$ cat src/rtl/wb_reg_responder.sv
// Wishbone-style register responder: 256x8 register file with configurable wait states,
// commit/read pulses and a wrapping transfer counter.
module wb_reg_responder #(
  parameter int         WAIT_CYCLES = 0,
  parameter logic [7:0] RST_VAL     = 8'h00
) (
  input  logic        tb_clk,
  input  logic        tb_rst,
  input  logic        stb_i,
  input  logic        we_i,
  input  logic [7:0]  adr_i,
  input  logic [7:0]  dat_i,
  output logic [7:0]  dat_o,
  output logic        ack_o,
  output logic        wr_valid,
  output logic [7:0]  wr_adr,
  output logic [7:0]  wr_dat,
  output logic        rd_valid,
  output logic [7:0]  rd_adr,
  output logic [15:0] xfer_cnt
);

  generate
    if (WAIT_CYCLES < 0 || WAIT_CYCLES > 15) begin : g_bad_wait
      $error("wb_reg_responder: WAIT_CYCLES must be in 0..15");
    end
  endgenerate

  localparam bit         HAS_WAIT  = (WAIT_CYCLES > 0);
  localparam logic [3:0] WAIT_LOAD = HAS_WAIT ? 4'(WAIT_CYCLES - 1) : 4'd0;

  typedef enum logic [1:0] {IDLE, WAIT, ACK} state_t;

  state_t     state;
  logic       pend;
  logic       req_we;
  logic [7:0] req_adr;
  logic [7:0] req_dat;
  logic [3:0] wait_cnt;
  logic [7:0] mem [256];

  logic start;
  logic fire;
  logic sample;

  // The request sampled on one edge is acted on at the next; 'start' launches it,
  // 'fire' is the edge that commits it and raises ack_o.
  always_comb begin
    start  = pend && (state != WAIT);
    fire   = (start && !HAS_WAIT) || (state == WAIT && wait_cnt == 4'd0);
    sample = (state != WAIT) && !(start && HAS_WAIT);
  end

  always_ff @(posedge tb_clk or posedge tb_rst) begin
    if (tb_rst) begin
      state    <= IDLE;
      pend     <= 1'b0;
      req_we   <= 1'b0;
      req_adr  <= 8'h00;
      req_dat  <= 8'h00;
      wait_cnt <= 4'd0;
      ack_o    <= 1'b0;
      wr_valid <= 1'b0;
      rd_valid <= 1'b0;
      dat_o    <= 8'h00;
      wr_adr   <= 8'h00;
      wr_dat   <= 8'h00;
      rd_adr   <= 8'h00;
      xfer_cnt <= 16'h0000;
    end else begin
      ack_o    <= fire;
      wr_valid <= fire && req_we;
      rd_valid <= fire && !req_we;

      // Latched request stays frozen from launch into WAIT until its ack.
      if (sample) begin
        pend <= stb_i;
        if (stb_i) begin
          req_we  <= we_i;
          req_adr <= adr_i;
          req_dat <= dat_i;
        end
      end else if (start) begin
        pend <= 1'b0;
      end

      if (fire) begin
        xfer_cnt <= xfer_cnt + 16'd1;
        if (req_we) begin
          wr_adr <= req_adr;
          wr_dat <= req_dat;
        end else begin
          dat_o  <= mem[req_adr];
          rd_adr <= req_adr;
        end
      end

      case (state)
        IDLE, ACK: begin
          if (start) begin
            if (HAS_WAIT) begin
              state    <= WAIT;
              wait_cnt <= WAIT_LOAD;
            end else begin
              state <= ACK;
            end
          end else begin
            state <= IDLE;
          end
        end
        WAIT: begin
          if (wait_cnt == 4'd0) begin
            state <= ACK;
          end else begin
            wait_cnt <= wait_cnt - 4'd1;
          end
        end
        default: state <= IDLE;
      endcase
    end
  end

  // Writes commit on the ack edge, so a following read sees the new value.
  always_ff @(posedge tb_clk or posedge tb_rst) begin
    if (tb_rst) begin
      for (int i = 0; i < 256; i++) begin
        mem[i] <= RST_VAL;
      end
    end else if (fire && req_we) begin
      mem[req_adr] <= req_dat;
    end
  end

endmodule

$ cat config.mk
export PLATFORM = sky130hd
export DESIGN_NAME = wb_reg_responder
export DESIGN_NICKNAME = d
export VERILOG_FILES = /design/src/rtl/wb_reg_responder.sv
export SDC_FILE = /design/constraint.sdc
export NUM_CORES = 2
export LEC_CHECK = 0
export BUFFER_PORTS_ARGS = -buffer_cell sky130_fd_sc_hd__buf_2
export CORE_ASPECT_RATIO = 0.7
export CORE_MARGIN = 5
export CORE_UTILIZATION = 37
export DETAILED_ROUTE_END_ITERATION = 7
export HOLD_SLACK_MARGIN = 0.08
export PLACE_DENSITY = 0.55
export SLEW_MARGIN = 25
export SYNTH_ARGS = -nofsm -noshare
export SYNTH_HDL_FRONTEND = slang
export SYNTH_SLANG_ARGS = --single-unit
$ cat constraint.sdc
create_clock -name tb_clk -period 121.4 [get_ports tb_clk]
set_input_delay 18.21 -clock tb_clk [delete_from_list [all_inputs] [get_ports tb_clk]]
set_output_delay 18.21 -clock tb_clk [all_outputs]
set_load 0.1 [all_outputs]
==> out/qor.yml <==
status:
  status: "complete, no violations"
placement:
  placed_cells: 9314
  hpwl_mm: 178
  placed_cell_area_mm2: 0.0999
  dp_worst_setup_slack_ps: 97000
  gp_congestion: 0.805
  io_buffers: 70
clock_network:
  cts.sink_count: 2117
  cts_buffers: 218
  h-tree-depth: 4
  clk_latency_ps: 880
  cts_tree: "built"
  post-cts-setup-buffers: 0
  cts_resized: 0
  clockRootBuffer: "clkbuf_16"
  cts_hold_buf: 0
  clock_path_buffers: 4
  clkTransAtPathRegs_ps: 60
worst_setup_path:
  cp.arrival_ps: 23660
  crit_top_cell: "buf_4"
  cp_cell_sequence: "buf_2 -> inv_8 -> buf_4 -> buf_4 -> buf_4 -> buf_6 -> buf_4 -> buf_6"
  reg2reg_from: "req_adr[1]"
  startpoint_type: "input pin"
  critical_path_class: "input pin to asynchronous set/reset pin"
  max_stage_delay_ps: 840
  cp_slowest_cell: "buf_4"
  cp-endpoint: "mem[587]"
  cp_top_family: "buffers and inverters"
  cp_num_cells: 8
  crit_fanout: 117
  r2r_cells: 10
  reg2reg_slack_ps: 114770
  worstReg2RegEnd: "dat_o[1]"
  critPathBufInv: 8
  setup.worst_path.start: "tb_rst"
  crit_path_end_kind: "asynchronous set/reset pin"
  worstPathRequired_ps: 122280
detailed_routing:
  post-route-drc-count: 0
  vias: 54400
  viasPerCell: 5.60
  avgRoutedWirePerCell_um: 29.0
  drtIter0Drc: 4222
  dr.pass1.iters: 5
  ant_nets: 0
  wirelength_mm: 281
global_routing:
  overflow: 0
  grt_max_degree: 201
  grt_antenna_before_repair: 13
  grt_pass1_wl_mm: 418
  grt_usage_pct: 20.8
  grt_pass1_vias: 56900
synthesis:
  syn-instance-count: 6083
  synth-seq-area-share_pct: 55.3
  yosysMostFrequentCell: "dfrtp_1"
  synth_area_mm2: 0.0958
  ys_warn_count: 0
  synth-seq-cells: 2117
  synth_edf_count: 0
  synthTopCellsByCount: "2117 x dfrtp_1, 2081 x mux2_2, 531 x mux4_2"
  avgSynthCellArea_um2: 15.8
  async_flop_share_pct: 100
  ys.flop_type: "dfrtp_1"
  ys_types: 54
  yosys-top-cells-area: "dfrtp_1 55%, mux2_2 24%, mux4_2 12%"
  yosysTopAreaCell: "dfrtp_1"
  syn_nets: 6104
  synth_top_area_share_pct: 55.3
min_path:
  min_path_type: "flip-flop to flip-flop"
  holdPathStages: 1
floorplan:
  die_w_um: 618
  start_util_pct: 37.1
  die_area_mm2: 0.269
  fp.dieH_um: 436
  core_mm2: 0.258
  ios: 71
  rows: 156
sta:
  post-route-period-util_pct: 18.8
  finalMaxSlewViolations: 0
  fin_crit_ps: 22780
  final.setup_skew_ps: 70.9
  setup_viol: 0
  worst_pin_slew_ps: 1270
  holdWs_ps: 477
  max_freq_mhz: 43.9
  finalHoldViolations: 0
  finalSetupTns_ps: 0
  maxSlewHeadroom_pct: 15.4
  rsz0062_at_grt: "false"
  fin_ws_ps: 98620
power:
  power.density_mw_per_mm2: 15.4
  vdd_drop_max_mv: 0.0107
  p_leak_nw: 50.5
finish:
  fin_area_mm2: 0.107
  nNetsFinal: 6084
  final_cells: 9712
  nFillCells: 23500
  regArea_mm2: 0.0530
  multi_input_area_mm2: 0.0411
  syn_to_final_growth_pct: 12.0
  drive_gt1_share_pct: 53.1
run:
  maxCapViolCount: 0
## state kept, by name (all words and copies together) (netlist names), 8 cells and up
signal and flops:
wr_dat 8, xfer_cnt 16, wr_adr 8, rd_adr 8, dat_o 8, req_dat 8, req_adr 8, mem 2048
## per-stage QoR
stage / power (W) / utilization (%)
final: 0.00165 / 41.6
after global routing: 0.00172 / 41.6
after CTS: 0.00167 / 41.5
after detailed placement: 0.000979 / 38.7
after global placement: 0.000975 / 38.7
after floorplan: 0.000916 / -
## cell usage in the layout (no fill, tap or decap), types with 12 or more instances in the layout
cell type,synthesis,routed
bufinv_16,0,14
o22a_1,12,12
buf_2,93,70
clkbuf_1,286,44
o211ai_1,16,16
nand2_1,225,220
clkbuf_8,0,60
mux2i_1,129,129
dfrtp_1,2117,2105
buf_4,22,113
nand4_1,15,15
nor2_1,110,96
a22oi_1,49,49
nor3_1,25,19
clkbuf_16,0,222
dfrtp_4,0,12
nand2b_1,16,16
o21ai_0,21,20
nand3_1,39,35
nor2_2,74,87
mux4_2,531,531
clkinv_2,0,43
a21oi_1,20,20
mux2_2,2081,2081
o22ai_1,34,34
## worst min-delay path by stage
| stage | startpoint | endpoint |
|---|---|---|
| 6_report | xfer_cnt[15] | xfer_cnt[15] |
| 5_1_grt | xfer_cnt[15] | xfer_cnt[15] |
| 4_1_cts | xfer_cnt[15] | xfer_cnt[15] |
| 3_5_place_dp | xfer_cnt[15] | xfer_cnt[15] |
| 3_3_place_gp | rd_adr[1] | rd_adr[1] |
| 2_1_floorplan | mem[1048] | mem[1048] |
## worst reg2reg max path, stage by stage (launching register included)
cell and delay (ps):
dfrtp_4 980, buf_4 660, buf_4 620, buf_4 770, buf_4 740, mux4_2 630
o211ai_1 310, o211ai_1 240, a21oi_1 630, o211ai_1 580, o22a_1 330
## cells by family (layout without fill, tap and decap cells)
group	Yosys count	in the layout	synth area share [%]
fa+ha+maj	1	1	0.0131
simple gates	556	556	2.75
xor+xnor	15	15	0.137
other cells	0	2	0
flops	2117	2117	55.3
buf+inv	450	601	2.02
mux	2741	2741	38.3
compound gates	203	203	1.51
## power by group
part           switching, W  internal, W
registers         0.0000251     0.000741
clock network      0.000288     0.000400
logic              0.000131    0.0000682
## cell type report
class	count	share of cell area [%]
multi-input combinational	3516	38.3
timing repair buffer	204	1.46
tap	3476	4.05
sequential	2117	49.4
inverter	6	0.0280
clock buffer	326	6.10
clock inverter	65	0.664
antenna	2	0.00466
## metal layers
metal,global-route usage (%),part of all wire (%),wire length [µm]
met5,0,0.0046,13
met4,4.36,2.3,6350
met3,4.07,5.6,15800
met2,30.6,44,124000
met1,31.9,48,136000
Power figures use the tool's default switching activity.
